[src/rtl/sc_pkg.sv]
// Shared constants, FSM state type and CRC helper for the slow-control
// load sequencer.
package sc_pkg;

  localparam int FRAME_LEN_DEF = 829;

  // CRC-16-CCITT, fed one bit at a time, most significant bit first.
  localparam logic [15:0] CRC_POLY = 16'h1021;
  localparam logic [15:0] CRC_INIT = 16'hFFFF;

  typedef enum logic [2:0] {
    ST_IDLE   = 3'd0,
    ST_SC_RST = 3'd1,
    ST_LOAD1  = 3'd2,
    ST_SHIFT1 = 3'd3,
    ST_LOAD2  = 3'd4,
    ST_SHIFT2 = 3'd5,
    ST_CHECK  = 3'd6
  } sc_state_e;

  // One serial CRC step: the feedback bit is the outgoing MSB xor the new bit.
  function automatic logic [15:0] crc16_step(input logic [15:0] crc, input logic din);
    logic fb;
    fb = crc[15] ^ din;
    return {crc[14:0], 1'b0} ^ (fb ? CRC_POLY : 16'h0000);
  endfunction

endpackage

[src/rtl/sc_crc16_serial.sv]
// Bit-serial CRC-16 accumulator. init has priority over en so a new frame
// always starts from the seed value.
module sc_crc16_serial
  import sc_pkg::*;
(
  input  logic        clk,
  input  logic        rst,
  input  logic        init,
  input  logic        en,
  input  logic        din,
  output logic [15:0] crc
);

  // Reseed on init, otherwise fold in one bit per enabled cycle.
  always_ff @(posedge clk or posedge rst) begin
    if (rst) begin
      crc <= CRC_INIT;
    end else if (init) begin
      crc <= CRC_INIT;
    end else if (en) begin
      crc <= crc16_step(crc, din);
    end
  end

endmodule

[src/rtl/sc_load_controller.sv]
// Sequencer for the MAROC slow-control serial load: ASIC reset pulse,
// parallel load of the frame transmitter, bit counting and clock gating,
// with an optional second pass whose returned bits are CRC-checked against
// the bits sent in the first pass. CNT_W must satisfy 2**CNT_W > FRAME_LEN
// and 2**CNT_W >= RST_CYCLES.
//
// Handshake: start and abort are single-cycle pulses sampled on the rising
// clock edge; start is honoured only in IDLE and only when abort is low,
// abort is honoured in every non-IDLE state; there is no back-pressure.
module sc_load_controller
  import sc_pkg::*;
#(
  parameter int FRAME_LEN  = FRAME_LEN_DEF,
  parameter int RST_CYCLES = 8,
  parameter int VERIFY     = 1,
  parameter int CNT_W      = 10
) (
  input  logic      clk,
  input  logic      rst,
  input  logic      start,
  input  logic      abort,
  input  logic      d_sc_mon,
  input  logic      q_sc,
  output logic      load,
  output logic      shift_en,
  output logic      ck_en,
  output logic      rstn_sc,
  output logic      busy,
  output logic      done,
  output logic      crc_err,
  output logic      aborted,
  output sc_state_e state_dbg
);

  localparam logic [CNT_W-1:0] FRAME_LAST = CNT_W'(FRAME_LEN - 1);
  localparam logic [CNT_W-1:0] RST_LAST   = CNT_W'(RST_CYCLES - 1);

  sc_state_e        state;
  logic [CNT_W-1:0] cnt;
  // shift_d tracks shift_en one cycle late because the transmitter's d_sc is
  // registered; shift_d_rx marks that the delayed bit belongs to pass 2.
  logic             shift_d;
  logic             shift_d_rx;
  logic             crc_init;
  logic [15:0]      crc_tx;
  logic [15:0]      crc_rx;

  assign crc_init  = (state == ST_IDLE) && start && !abort;
  assign ck_en     = shift_d;
  assign state_dbg = state;

  sc_crc16_serial u_crc_tx (
    .clk  (clk),
    .rst  (rst),
    .init (crc_init),
    .en   (shift_d && !shift_d_rx),
    .din  (d_sc_mon),
    .crc  (crc_tx)
  );

  sc_crc16_serial u_crc_rx (
    .clk  (clk),
    .rst  (rst),
    .init (crc_init),
    .en   (shift_d && shift_d_rx),
    .din  (q_sc),
    .crc  (crc_rx)
  );

  // Sequencer FSM with registered pin controls and status flags.
  always_ff @(posedge clk or posedge rst) begin
    if (rst) begin
      state      <= ST_IDLE;
      cnt        <= '0;
      shift_d    <= 1'b0;
      shift_d_rx <= 1'b0;
      load       <= 1'b0;
      shift_en   <= 1'b0;
      rstn_sc    <= 1'b1;
      busy       <= 1'b0;
      done       <= 1'b0;
      crc_err    <= 1'b0;
      aborted    <= 1'b0;
    end else begin
      done       <= 1'b0;
      shift_d    <= shift_en;
      shift_d_rx <= (state == ST_SHIFT2);
      if ((state != ST_IDLE) && abort) begin
        // Abandon the load; pulse the ASIC reset so it does not sit on a
        // partially shifted frame with the clock stopped mid-word.
        state      <= ST_IDLE;
        cnt        <= '0;
        shift_d    <= 1'b0;
        shift_d_rx <= 1'b0;
        load       <= 1'b0;
        shift_en   <= 1'b0;
        rstn_sc    <= 1'b0;
        busy       <= 1'b0;
        aborted    <= 1'b1;
      end else begin
        case (state)
          ST_IDLE: begin
            rstn_sc <= 1'b1;
            if (start && !abort) begin
              state   <= ST_SC_RST;
              cnt     <= '0;
              rstn_sc <= 1'b0;
              busy    <= 1'b1;
              crc_err <= 1'b0;
              aborted <= 1'b0;
            end
          end
          ST_SC_RST: begin
            if (cnt == RST_LAST) begin
              state   <= ST_LOAD1;
              cnt     <= '0;
              rstn_sc <= 1'b1;
              load    <= 1'b1;
            end else begin
              cnt <= cnt + 1'b1;
            end
          end
          ST_LOAD1: begin
            state    <= ST_SHIFT1;
            cnt      <= '0;
            load     <= 1'b0;
            shift_en <= 1'b1;
          end
          ST_SHIFT1: begin
            if (cnt == FRAME_LAST) begin
              cnt      <= '0;
              shift_en <= 1'b0;
              if (VERIFY != 0) begin
                state <= ST_LOAD2;
                load  <= 1'b1;
              end else begin
                state <= ST_CHECK;
              end
            end else begin
              cnt <= cnt + 1'b1;
            end
          end
          ST_LOAD2: begin
            state    <= ST_SHIFT2;
            cnt      <= '0;
            load     <= 1'b0;
            shift_en <= 1'b1;
          end
          ST_SHIFT2: begin
            if (cnt == FRAME_LAST) begin
              state    <= ST_CHECK;
              cnt      <= '0;
              shift_en <= 1'b0;
            end else begin
              cnt <= cnt + 1'b1;
            end
          end
          ST_CHECK: begin
            // First cycle lets the last delayed bit reach the CRC; the
            // second cycle reports.
            if (cnt == '0) begin
              cnt <= cnt + 1'b1;
            end else begin
              state <= ST_IDLE;
              cnt   <= '0;
              busy  <= 1'b0;
              done  <= 1'b1;
              if (VERIFY != 0) begin
                crc_err <= (crc_tx != crc_rx);
              end
            end
          end
          default: begin
            state <= ST_IDLE;
            cnt   <= '0;
          end
        endcase
      end
    end
  end

endmodule

[config.mk]
export PLATFORM = sky130hd
export DESIGN_NAME = sc_load_controller
export DESIGN_NICKNAME = d
export VERILOG_FILES = /design/src/rtl/sc_pkg.sv /design/src/rtl/sc_crc16_serial.sv /design/src/rtl/sc_load_controller.sv
export SDC_FILE = /design/constraint.sdc
export NUM_CORES = 1
export LEC_CHECK = 0
export ABC_AREA = 1
export ABC_CLOCK_PERIOD_IN_PS = 1900
export CORE_ASPECT_RATIO = 1.2
export CORE_MARGIN = 3
export CORE_UTILIZATION = 62
export CTS_BUF_LIST = sky130_fd_sc_hd__clkbuf_8
export DETAILED_ROUTE_END_ITERATION = 10
export GPL_TIMING_DRIVEN = 1
export PLACE_DENSITY_LB_ADDON = 0.05
export SLEW_MARGIN = 20
export SYNTH_ARGS = -nofsm -noshare
export SYNTH_HDL_FRONTEND = slang
export SYNTH_SLANG_ARGS = --single-unit
[constraint.sdc]
create_clock -name clk -period 1.9 [get_ports clk]
set_input_delay 0.38 -clock clk [delete_from_list [all_inputs] [get_ports clk]]
set_output_delay 0.38 -clock clk [all_outputs]
set_load 0.005 [all_outputs]
=== After elaboration in Yosys (flattened, before gate mapping) ===
Index checks and enable logic that the tools add are counted.

* Register bits: 54
* Input port bits: 6
* Output and inout port bits: 11
* Word-level logic and storage cells: 108

* Add/sub/neg operators: 1
* Equality and inequality tests: 17
* Mux-type cells: 43
* Bitwise gates (word level): 5
* Reductions and logical operators: 29

{| class="wikitable"
|+ Operator list
! operator !! number
|-
| 2-to-1 mux 16 bit || 4
|-
| 2-to-1 mux 10 bit || 5
|-
| case mux 10 bit (4 select lines) || 1
|-
| XOR 16 bit || 2
|-
| 2-to-1 mux 13 bit || 2
|-
| case mux 3 bit (7 select lines) || 1
|-
| 2-to-1 mux 1 bit || 19
|-
| 2-to-1 mux 3 bit || 6
|-
| inequality test 16 bit || 1
|-
| nonzero test 3 bit || 4
|-
| adder 10 x 1 -> 10 bit (second input constant) || 1
|-
| equality test 10 bit (second input constant) || 1
|-
| equality test 10 x 3 -> 1 bit (second input constant) || 1
|-
| zero test 10 bit || 1
|-
| nonzero test 2 bit || 5
|-
| equality test 3 bit (second input constant) || 3
|-
| inequality test 3 x 1 -> 1 bit (second input constant) || 3
|-
| inequality test 3 bit (second input constant) || 3
|-
| case mux 1 bit (2 select lines) || 4
|-
| equality test 3 x 2 -> 1 bit (second input constant) || 2
|-
| logical AND 1 bit || 6
|-
| AND reduction 2 bit || 3
|-
| AND reduction 3 bit || 2
|-
| AND reduction 5 bit || 1
|-
| other kinds (11) || 14
|}

=== Longest topological paths before layout ===
* Word-level depth: 5
* Gate-level depth with buffers: 10
* Gate-level depth less buffers: 10

=== Modules after synthesis ===
Synthesis repeated with hierarchy kept, for this count alone.

* Cells, all modules: 359
* Area total of the unflattened synthesis: 3,017.9 um2

{| class="wikitable"
|+ Modules (own cells, without submodules)
! module !! instances !! cells each !! area each (um2) !! sequential area each (um2)
|-
| sc_load_controller || 1 || 221 || 1,586.5 || 551.8
|-
| sc_crc16_serial || 2 || 69 || 715.7 || 420.4
|}

=== Worst setup path after synthesis ===
No wires, ideal clock.

* Path kind: register to register
* Start: reg cnt[0]
* End: reg state[1] (netlist: state_dbg[1])
* Arrival time: 1.309 ns
* Data required time: 1.777 ns
* Path slack: 0.468 ns
* Cell stages (with the launch flop): 10
* Cell sequence: dfrtp_1 -> inv_1 -> ha_1 -> nand3_1 -> nor2_1 -> nand2_1 -> nand2_1 -> nand3_2 -> o21ai_0 -> nand2_1

* Cells in the longest elaborated chain, start to end: 3
* Elaborated cells on any way between the ends: 8
* Classes of those cells: eq/ne (6); reduce/logical (2)

{| class="wikitable"
|+ Ends and longest elaborated chain
! what !! RTL line !! RTL
|-
| from (decl) || sc_load_controller.sv:39 || <nowiki>logic [CNT_W-1:0] cnt;</nowiki>
|-
| from (signal assigned) || sc_load_controller.sv:120 || <nowiki>cnt <= cnt + 1'b1;</nowiki>
|-
| from (signal assigned) || sc_load_controller.sv:140 || <nowiki>cnt <= cnt + 1'b1;</nowiki>
|-
| from (signal assigned) || sc_load_controller.sv:155 || <nowiki>cnt <= cnt + 1'b1;</nowiki>
|-
| equality test 10 bit, or another cell as far along || sc_load_controller.sv:130, sc_load_controller.sv:150 ||
|-
| inequality test 3 x 1 -> 1 bit (no source line) or inequality test 3 bit (tied branches) || - ||
|-
| AND reduction 5 bit (no source line) * || - ||
|-
| to (signal assigned) || sc_load_controller.sv:134 || <nowiki>state <= ST_LOAD2;</nowiki>
|-
| to (signal assigned) || sc_load_controller.sv:137 || <nowiki>state <= ST_CHECK;</nowiki>
|-
| to (signal assigned) || sc_load_controller.sv:151 || <nowiki>state <= ST_CHECK;</nowiki>
|-
| to (decl) || sc_load_controller.sv:38 || <nowiki>sc_state_e state;</nowiki>
|}

Every way passes the cells marked *; elsewhere a longest branch is shown, timed or not.
A chain may end at the register's enable or synchronous reset.

=== Final worst setup path ===
* Start: reg state[1] (netlist: state_dbg[1])
* End: out state_dbg[1]

{| class="wikitable"
|+ RTL lines
! what !! RTL line !! RTL
|-
| from (signal assigned) || sc_load_controller.sv:73 || <nowiki>state <= ST_IDLE;</nowiki>
|-
| from (signal assigned) || sc_load_controller.sv:91 || <nowiki>state <= ST_IDLE;</nowiki>
|-
| from (signal assigned) || sc_load_controller.sv:105 || <nowiki>state <= ST_SC_RST;</nowiki>
|-
| to (decl) || sc_load_controller.sv:32 || <nowiki>output sc_state_e state_dbg</nowiki>
|}

No word-level cell between the ends.

==> flow_metrics.env <==
export IMPL_outcome="completed"
export IMPL_antenna_found_initial=0
export IMPL_cp_buffers_inverters=1
export IMPL_cts_sinks=54
export IMPL_n_antenna_cell=0
export IMPL_path_delay_family="buffers and inverters"
export IMPL_cts_root_buf="clkbuf_8"
export IMPL_ff2ff_path_depth=7
export IMPL_rr_startpoint="cnt[0]$_DFFE_PP0P_"
export IMPL_cts_buffer_depth=2
export IMPL_synth_seq_cells=54
export IMPL_final_hold_viol_count=0
export IMPL_r2r_slack_ns=0.26
export IMPL_clk_pin_slew_worst_paths_ns=0.10
export IMPL_gr_total_overflow=0
export IMPL_rr_endpoint="state_dbg[0]$_DFFE_PP0P_"
export IMPL_place_gp_congestion=0.925
export IMPL_top_usage_layer="met2"
export IMPL_wirelength_um=6460
export IMPL_final_setup_viol_count=0
export IMPL_ys_seq_area_frac=0.468
export IMPL_critPathMaxFanout=8
export IMPL_drtPass1Iterations=5
export IMPL_max_freq_mhz=573
export IMPL_end_kind="primary output"
export IMPL_met2_usage=0.433
export IMPL_core_area_um2=4630
export IMPL_syn_area_um2=2980
export IMPL_setup_worst_path_class="reg2out"
export IMPL_syn_avg_cell_area_um2=7.69
export IMPL_clock_latency_ns=0.31
export IMPL_slowest_stage="clkdlybuf4s50_1"
export IMPL_wl_per_cell_um=13.8
export IMPL_postSynthCellCount=387
export IMPL_grt_pass1_wl_um=11100
export IMPL_period_share=0.918
export IMPL_initial_utilization=0.643
export IMPL_pwr_density_cell_nw_per_um2=1340
export IMPL_relSlewSlack=0.676
export IMPL_antenna_left=0
export IMPL_post_cts_setup_buffers=0
export IMPL_ioPinCount=17
export IMPL_grt_max_degree=55
export IMPL_cts_buffers=5
export IMPL_drt_vias_per_instance=5.37
export IMPL_synth_edf_count=0
export IMPL_first_global_vias=2453
export IMPL_yosys_area_top_type="dfstp_2"
export IMPL_p_leak_nw=1.61
export IMPL_ctsResizeCount=0
export IMPL_syn_nets=395
export IMPL_portBuffers=16
export IMPL_drive_gt1_frac=0.171
export IMPL_yosysUniqueCellTypes=28
export IMPL_cp_start_kind="flop"
export IMPL_tritoncts="built"
export IMPL_fp_dieW_um=69.3
export IMPL_vias=2511
export IMPL_ctsHoldBuffers=0
export IMPL_yosysTopAreaCellShare=0.291
export IMPL_use_met1=0.301
export IMPL_worst_path_largest_cell_delay_ns=0.55
export IMPL_syn2layout_area_growth_pct=11.8
export IMPL_max_cap_violations=0
export IMPL_cp_cell_sequence="clkdlybuf4s50_1"
export IMPL_tightest_slew_ns=0.483
export IMPL_grtUsageMet3=0.0404
export IMPL_crit_required_ns=1.52
export IMPL_rsz0062_at_grt="no"
export IMPL_cts_htree_levels=2
export IMPL_die_area_um2=5670
export IMPL_placed_cell_area_um2=3240
export IMPL_num_rows=27
export IMPL_die_h_um=81.9
export IMPL_postLayoutCellArea_um2=3330
export IMPL_cp_arrival_ns=1.36
export IMPL_vdd_drop_max_v=0.000771
export IMPL_finalSetupTns_ns=0
export IMPL_ys_warn_count=0
export IMPL_finClkSkew_ns=0.00821
export IMPL_yosys_top_cells_area="dfstp_2 (29%), dfrtp_1 (18%), nand2_1 (13%)"
export IMPL_ys_async_sr_fraction=1.00
export IMPL_finalCriticalPeriod_ns=1.74
export IMPL_drv_slew=0
export IMPL_drc=0
export IMPL_track_usage=0.245
export IMPL_drt_initial_drc_count=204
export IMPL_hp_class="in2async"
export IMPL_num_nets_final=417
export IMPL_synth_flop_cell="dfstp_2"
export IMPL_place_hpwl_um=4820
## Yosys cell counts (4+ instances only)
master / instances
a21oi_1: 16
buf_2: 4
clkbuf_1: 4
dfrtp_1: 21
dfstp_2: 33
inv_1: 40
inv_2: 5
nand2_1: 103
nand2_2: 4
nand3_1: 28
nand4_1: 7
nor2_1: 37
nor2_2: 6
o211ai_1: 5
o21ai_0: 36
o21ai_1: 4
xnor2_1: 13
xor2_1: 6
## routing by layer
| metal | routed length (µm) | vias up | part of all wire |
|---|---|---|---|
| li1 | - | 1278 | - |
| met1 | 2740 | 1165 | 0.42 |
| met4 | 167 | 0 | 0.026 |
| met5 | 0 | - | 0 |
| met2 | 3360 | 52 | 0.52 |
| met3 | 202 | 16 | 0.031 |
## logic make-up (layout without fill, tap and decap cells)
group	count (synthesis)	count (layout)	synth area share
and+or+nand+nor	192	192	0.279
AOI/OAI and AO/OA	64	64	0.115
DFF	54	54	0.468
buffers and inverters	56	79	0.0735
xor gates and xnor gates	19	19	0.0559
adders and majority gates	2	2	0.00840
## how the worst max path moves through the flow
stage,start,end,slack [ns],cells after the start
final,state_dbg[1]$_DFFE_PP0P_,state_dbg[1],0.16,1
after global routing,state_dbg[1]$_DFFE_PP0P_,state_dbg[1],0.09,1
after floorplan,rst,aborted$_DFFE_PP0P_,0.26,1
after global placement,abort,cnt[1]$_DFFE_PP0P_,0.18,7
after CTS,state_dbg[1]$_DFFE_PP0P_,state_dbg[1],0.15,1
after detailed placement,abort,cnt[7]$_DFFE_PP0P_,0.21,7
## metrics by stage
| stage | cells | setup slack, ns | total power, mW | hold slack, ns | util |
|---|---|---|---|---|---|
| 2_1_floorplan | 387 | 0.260 | 3.21 | 0.451 | - |
| 3_3_place_gp | 460 | 0.180 | 3.79 | 0.453 | 0.700 |
| 3_5_place_dp | 460 | 0.209 | 3.81 | 0.458 | 0.700 |
| 4_1_cts | 468 | 0.155 | 4.47 | 0.449 | 0.719 |
| 5_1_grt | 468 | 0.0898 | 4.81 | 0.474 | 0.719 |
| 6_report | 468 | 0.156 | 4.45 | 0.427 | 0.719 |
## power breakdown
part	internal (mW)	switching, mW
registers	1.68	0.322
logic	0.754	1.04
clock network	0.261	0.391
## registers in the layout, indices dropped and copies added (netlist names), 3 cells and up
name,count
state_dbg,3
u_crc_tx.crc,16
cnt,10
u_crc_rx.crc,16
## area by class of cell
cell class                      instances  area, µm²
Sequential cell                        54       1390
Clock inverter                          3       20.0
Tap cell                               58       72.6
Multi-Input combinational cell        277       1370
Clock buffer                            5       68.8
Fill cell                             369       1300
Timing Repair Buffer                   24        233
Inverter                               47        176
## cells in the final DEF (no fill, tap or decap), types with 13 or more instances in the layout
master	n
clkdlybuf4s50_1	16
nand3_1	28
dfrtp_1	21
dfstp_2	33
nor2_1	37
inv_1	39
nand2_1	103
o21ai_0	36
a21oi_1	16
xnor2_1	13
(Power assumes the default switching activity.)
